`src/rtl/sc_speed_level_counter.sv`:
```
// Saturating speed register updated once per prescaler tick from active-low
// accelerate/brake/clear requests, with optional coast-down when idle.
module sc_speed_level_counter #(
   parameter int DATAWIDTH = 8,
   parameter int MAXSPEED  = 200,
   parameter int ACCELSTEP = 1,
   parameter int BRAKESTEP = 2,
   parameter int PRESCALE  = 1000,
   parameter int COAST_EN  = 1
) (
   input  logic                 sc_speed_level_counter_CLOCK_50,
   input  logic                 sc_speed_level_counter_RESET_InHigh,
   input  logic                 sc_speed_level_counter_accel_InLow,
   input  logic                 sc_speed_level_counter_brake_InLow,
   input  logic                 sc_speed_level_counter_T0_InLow,
   output logic [DATAWIDTH-1:0] sc_speed_level_counter_data_OutBUS,
   output logic                 sc_speed_level_counter_max_OutHigh,
   output logic                 sc_speed_level_counter_zero_OutHigh,
   output logic                 sc_speed_level_counter_tick_OutHigh
);

   localparam int CNTW = (PRESCALE > 1) ? $clog2(PRESCALE) : 1;
   localparam int EXTW = DATAWIDTH + 1;

   localparam logic [CNTW-1:0] CNT_LAST  = CNTW'(PRESCALE - 1);
   localparam logic [EXTW-1:0] MAX_EXT   = EXTW'(MAXSPEED);
   localparam logic [EXTW-1:0] ACCEL_EXT = EXTW'(ACCELSTEP);
   localparam logic [EXTW-1:0] BRAKE_EXT = EXTW'(BRAKESTEP);
   localparam logic [EXTW-1:0] ONE_EXT   = EXTW'(1);

   logic [CNTW-1:0]      cnt_q, cnt_d;
   logic [DATAWIDTH-1:0] speed_q, speed_d;
   logic                 tick_q, tick_d;

   logic                 tick_int;
   logic [EXTW-1:0]      speed_ext;
   logic [EXTW-1:0]      accel_sum;
   logic [EXTW-1:0]      next_ext;

   assign tick_int  = (cnt_q == CNT_LAST);
   assign speed_ext = {1'b0, speed_q};
   assign accel_sum = speed_ext + ACCEL_EXT;

   // Update value chosen by request priority; evaluated at full width+1 so
   // both saturation limits are exact.
   always_comb begin
      next_ext = speed_ext;
      if (!sc_speed_level_counter_brake_InLow) begin
         next_ext = (speed_ext < BRAKE_EXT) ? '0 : (speed_ext - BRAKE_EXT);
      end else if (!sc_speed_level_counter_accel_InLow) begin
         next_ext = (accel_sum > MAX_EXT) ? MAX_EXT : accel_sum;
      end else if (COAST_EN != 0) begin
         next_ext = (speed_ext < ONE_EXT) ? '0 : (speed_ext - ONE_EXT);
      end
   end

   always_comb begin
      cnt_d   = cnt_q;
      speed_d = speed_q;
      tick_d  = 1'b0;
      if (!sc_speed_level_counter_T0_InLow) begin
         cnt_d   = '0;
         speed_d = '0;
      end else if (tick_int) begin
         cnt_d   = '0;
         speed_d = next_ext[DATAWIDTH-1:0];
         tick_d  = 1'b1;
      end else begin
         cnt_d = cnt_q + CNTW'(1);
      end
   end

   always_ff @(posedge sc_speed_level_counter_CLOCK_50) begin
      if (sc_speed_level_counter_RESET_InHigh) begin
         cnt_q   <= '0;
         speed_q <= '0;
         tick_q  <= 1'b0;
      end else begin
         cnt_q   <= cnt_d;
         speed_q <= speed_d;
         tick_q  <= tick_d;
      end
   end

   assign sc_speed_level_counter_data_OutBUS  = speed_q;
   assign sc_speed_level_counter_max_OutHigh  = (speed_ext == MAX_EXT);
   assign sc_speed_level_counter_zero_OutHigh = (speed_q == '0);
   assign sc_speed_level_counter_tick_OutHigh = tick_q;

endmodule

```
`config.mk`:
```
export PLATFORM = sky130hd
export DESIGN_NAME = sc_speed_level_counter
export DESIGN_NICKNAME = d
export VERILOG_FILES = /design/src/rtl/sc_speed_level_counter.sv
export SDC_FILE = /design/constraint.sdc
export NUM_CORES = 1
export LEC_CHECK = 0
export ABC_AREA = 1
export BUFFER_PORTS_ARGS = -buffer_cell sky130_fd_sc_hd__buf_2
export CAP_MARGIN = 20
export CORE_MARGIN = 3
export CORE_UTILIZATION = 46
export DETAILED_ROUTE_END_ITERATION = 6
export PLACE_DENSITY = 0.65
export SETUP_SLACK_MARGIN = 0.15
export SLEW_MARGIN = 20
export SYNTH_ARGS = -nofsm -noshare
export SYNTH_HDL_FRONTEND = slang
export SYNTH_SLANG_ARGS = --single-unit
```
`constraint.sdc`:
```
create_clock -name sc_speed_level_counter_CLOCK_50 -period 2.3 [get_ports sc_speed_level_counter_CLOCK_50]
set_clock_uncertainty 0.1 [all_clocks]
set_input_delay 0 -clock sc_speed_level_counter_CLOCK_50 [delete_from_list [all_inputs] [get_ports sc_speed_level_counter_CLOCK_50]]
set_output_delay 0 -clock sc_speed_level_counter_CLOCK_50 [all_outputs]
set_load 0.02 [all_outputs]
```
After elaboration in Yosys (flattened, before gate mapping)
Cells that the tools add are included.

Register bits after elaboration: 19. Output and inout port bits: 11. Logic and storage cells: 22.

Add/subtract/negate cells: 4. Order comparisons: 3. Eq/ne operators: 2. Mux-type cells: 6. Bitwise operators: 1. Reduce and logical (&&, ||, !) cells: 3.

Operator list (number): 8-bit two-way mux (5); 10-bit by 1-bit adder with 10-bit output, second input constant (1); 10-bit == test, second input constant (1); 8-bit by 1-bit adder with 9-bit output, second input constant (1); 9-bit by 8-bit > comparator with 1-bit output, second input constant (1); 8-bit == test, second input constant (1); 8-bit zero test (1); 8-bit by 1-bit less-than comparator with 1-bit output, second input constant (1); 8-bit by 2-bit less-than comparator with 1-bit output, second input constant (1); 8-bit by 1-bit subtractor with 8-bit output, second input constant (1); 8-bit by 2-bit subtractor with 8-bit output, second input constant (1); 3-bit OR reduction (1); 2-bit OR reduction (1); 1-bit two-way mux (1); 1-bit inverter (1).

Logic depth before layout (Yosys ltp)
Word-level depth: 5. Depth in mapped cells: 15.

Worst setup path after synthesis
No wires, ideal clock.

Kind: flip-flop to flip-flop. Start: reg speed_q[1], in the netlist sc_speed_level_counter_data_OutBUS[1]. End: reg speed_q[0], in the netlist sc_speed_level_counter_data_OutBUS[0]. Library setup time: 119 ps. Data arrival time: 1580 ps. Data required time: 2081 ps. Path slack: 501 ps. Cell stages (with the launch flop): 10. Buffers on the path: 0. Clock period less this slack: 1799 ps. Path through: dfxtp_1 > inv_1 > ha_1 > nand2_1 > nor2_1 > inv_2 > nor2_1 > nand2_1 > nand3_1 > a21oi_1.

Word-level cells in the longest chain between the ends: 5.

RTL lines: from (decl) (line 32) `logic [DATAWIDTH-1:0] speed_q, speed_d;`; from (signal assigned) (line 80) `speed_q <= speed_d;`; 8-bit by 1-bit adder with 9-bit output (line 42) `assign accel_sum = speed_ext + ACCEL_EXT;`; 9-bit by 8-bit > comparator with 1-bit output (line 51) `next_ext = (accel_sum > MAX_EXT) ? MAX_EXT : accel_sum;`; 8-bit two-way mux (line 51); 8-bit two-way mux (line 50) `end else if (!sc_speed_level_counter_accel_InLow) begin`; 8-bit two-way mux (*) (line 48) `if (!sc_speed_level_counter_brake_InLow) begin`.

Every way passes the cells marked *; elsewhere a longest branch is shown, timed or not. A chain may end at the register's enable or synchronous reset.

Final worst setup path
Start: in sc_speed_level_counter_RESET_InHigh. End: reg speed_q[4], in the netlist sc_speed_level_counter_data_OutBUS[4].

Word-level cells in the longest chain between the ends: 1.

RTL lines: from (decl) (line 12) `input logic sc_speed_level_counter_RESET_InHigh,`; 2-bit OR reduction (no source line).

Every way passes these cells.

==> results by group <==
Synthesis
  • Ys Warns: 0
  • Synth Area in Compound Gates: 10.10%
  • Netlist cell types: 29
  • Mux cell area share after synthesis: 0%
  • XOR/XNOR Fraction of Synth Area: 4.917%
  • Mapped Cells: 237
  • Post-Synthesis Cell Area: 1425 sq um
  • Adder-Cell Fraction of Synth Area: 6.146%
  • Post-synth ARST share: 0%
  • Commonest register cell after synthesis: dfxtp_1
  • Register area share after synthesis: 26.69%
  • Largest family of logic cells by synthesized area: simple AND/OR/NAND/NOR gates
  • Post-Syn Nets: 249
  • Post-Synth Simple-Gate Area: 42.05%
  • Post-synth EDFFs: 0
  • Seq cells post-synth: 19
  • Syn Area/Cell: 6.013 sq um

Clocking
  • Clock Latency Late Sink: 0.29 ns
  • Clock root buffer master: clkbuf_4
  • Worst-path clk slew: 0.11 ns
  • Clock sinks: 19
  • CTS Buf Count: 3
  • Post CTS Setup Buffer Count: 0
  • Clock Tree Buf Depth: 2
  • # H-tree levels: 1
  • CTS tree: yes

GRT
  • Vias in the first global route: 1395
  • Largest net degree at the start of global routing: 12
  • Initial antenna violation count: 0
  • GRT overflow: 0
  • Total GRT Usage: 20.46%
  • Global-route wire length before repair: 5816 um

Run status
  • Status: complete, no violations

Floorplan
  • Initial core utilization: 49.96%
  • Io pins: 16
  • Die W: 61.66 um
  • Die height: 61.66 um
  • Total die area: 3802 sq um
  • Core area: 2853 sq um
  • Site Rows: 19

Routing
  • Initial DRC Count: 58
  • Vias: 1467
  • Drt pass-1 iters: 4
  • Routed wire per std cell: 11.89 um
  • Final wirelength: 3388 um
  • Drc violations: 0
  • Post-DR vias/cell: 5.147
  • Detail Route Antenna Nets: 0

Power and ir drop
  • P_leak: 0.8472 nW
  • Worst vdd ir: 299.3 uV
  • P_sw: 0.1214 mW
  • Reg power frac: 63.0%
  • Logic pwr share: 4.8%
  • Sw Ratio: 23.06%
  • P per Cell Area: 334.3 nW/um^2
  • Clock share of power: 32.2%
  • Cell Int Power: 0.4052 mW

Timing
  • Final worst-path cycle share: 85.87%
  • Slew Limit Fails: 0
  • F_max: 0.5063 GHz
  • Fin crit period: 1.975 ns
  • Setup TNS: 0 ns
  • # setup viols final: 0
  • Fin. Hold Viols: 0
  • RSZ-0062 raised after global routing: false
  • Slew headroom: 60.78%
  • Worst Tran Pin Value: 0.5851 ns

Setup path
  • CP required: 2.45 ns
  • Worst Setup End Kind: register
  • CP arrival: 2.12 ns
  • Crit Path Category: in -> reg
  • Setup crit start kind: primary input
  • Internal reg-to-reg setup slack: 0.42 ns
  • CP max FO: 8

Placed design
  • Routability cong.: 0.9163
  • Post-DP HPWL: 2582 um
  • # port buffers: 15
  • Dpl cells: 278
  • Placed Instance Area: 1515 sq um

Job
  • Max_cap viols: 0

Finish
  • Total area of sequential cells: 380.4 sq um
  • Final Cell Area: 1575 sq um
  • Layout cell share with drive strength beyond 1: 14.17%
  • Synthesis-to-layout area growth: 10.54%
  • Fillers: 307
  • Ant diodes: 0
  • # nets final: 267
  • Finished Layout Cells: 285
  • Multi-input combinational cell area: 903.4 sq um

Hold path
  • HP Class: in -> reg
## registers in the layout (all words and copies together) (netlist names)
name / flops
sc_speed_level_counter_tick_OutHigh: 1
sc_speed_level_counter_data_OutBUS: 8
cnt_q: 10
## timing repair
item | in CTS | in global routing
gates resized for setup | 0 | 2
endpoints found under the setup margin | 0 | 5
hold endpoints to repair | 6 | 0
hold buffers | 3 | 0
## worst max-delay path, cell delays in order
cell and delay (ns):
dlygate4sd3_1 0.54, buf_2 0.12, nor2_1 0.11, dlygate4sd3_1 0.57
inv_1 0.07, nor3_2 0.51, nand2_1 0.12, nand2_1 0.08
## kinds of logic after synthesis
group	Yosys count
simple gates	140
fa+ha+maj	7
flops	19
compound gates	27
xor+xnor	8
buf+inv	36
## cell usage after synthesis (3+ instances only)
cell type / n / area, sq um
a21oi_1: 9 / 45.04
buf_2: 3 / 15.01
dfxtp_1: 19 / 380.4
ha_1: 7 / 87.58
inv_1: 25 / 93.84
inv_2: 4 / 15.01
nand2_1: 79 / 296.5
nand2_2: 4 / 25.02
nand3_1: 16 / 80.08
nand4_1: 3 / 18.77
nor2_1: 26 / 97.59
nor3_1: 3 / 15.01
o21ai_0: 8 / 40.04
o21ai_1: 7 / 35.03
xor2_1: 8 / 70.07
## layer usage
layer  global-route usage (%)  part of all wire, %
met5                        0                    0
met4                    8.485                  1.1
met3                    3.774                  4.6
met2                    35.13                   50
met1                    24.91                   44
## path summary, 6_finish.rpt
kind                                           end  cells past startpoint                                  start
min reg2reg                               cnt_q[0]                      1                               cnt_q[0]
max reg2reg  sc_speed_level_counter_data_OutBUS[4]                     13  sc_speed_level_counter_data_OutBUS[0]
max          sc_speed_level_counter_data_OutBUS[4]                      8    sc_speed_level_counter_RESET_InHigh
min          sc_speed_level_counter_data_OutBUS[0]                      4     sc_speed_level_counter_accel_InLow
## through the flow
step                      worst slack, ns  power [mW]  utilization [%]  hold WS (ns)
final                              0.3250      0.5266            55.22       0.04333
after CTS                          0.3372      0.5374            55.13       0.02684
after global routing               0.1566      0.5570            55.22       0.07504
after floorplan                    0.5009      0.3531                -       0.09697
after global placement             0.3206      0.3605            53.11        0.2057
after detailed placement           0.3643      0.3603            53.11        0.2020
## area by class of cell
cell class,instances,share of cell area [%]
clock buffer,3,1.430
timing repair buffer,19,7.149
sequential,19,24.15
inverter,30,7.149
tap,31,2.462
clock inverter,1,0.3177
multi-input combinational,182,57.35
## cell usage in the layout (no fill, tap or decap), drive strengths merged
cell,netlist,routed
nand4,3,3
dlygate4sd3,0,3
clkinv,1,2
o21ai,16,16
a211oi,1,1
buf,4,16
dfxtp,19,19
or2,1,1
inv,29,29
clkbuf,2,3
nand2,83,83
nand3,16,16
nor3b,1,1
xor2,8,8
nor4,2,2
ha,7,7
o21bai,1,1
and3,1,1
nor3,4,4
a21oi,9,9
nor2,29,29
## power groups by stage
stage / registers [mW] / logic [mW] / clock network, mW
finish: 0.332 / 0.0254 / 0.169
global route: 0.332 / 0.0291 / 0.196
CTS: 0.332 / 0.0248 / 0.181
detailed placement: 0.339 / 0.0209 / 0
global placement: 0.339 / 0.0213 / 0
floorplan: 0.339 / 0.0141 / 0
Power figures use the tool's default switching activity.
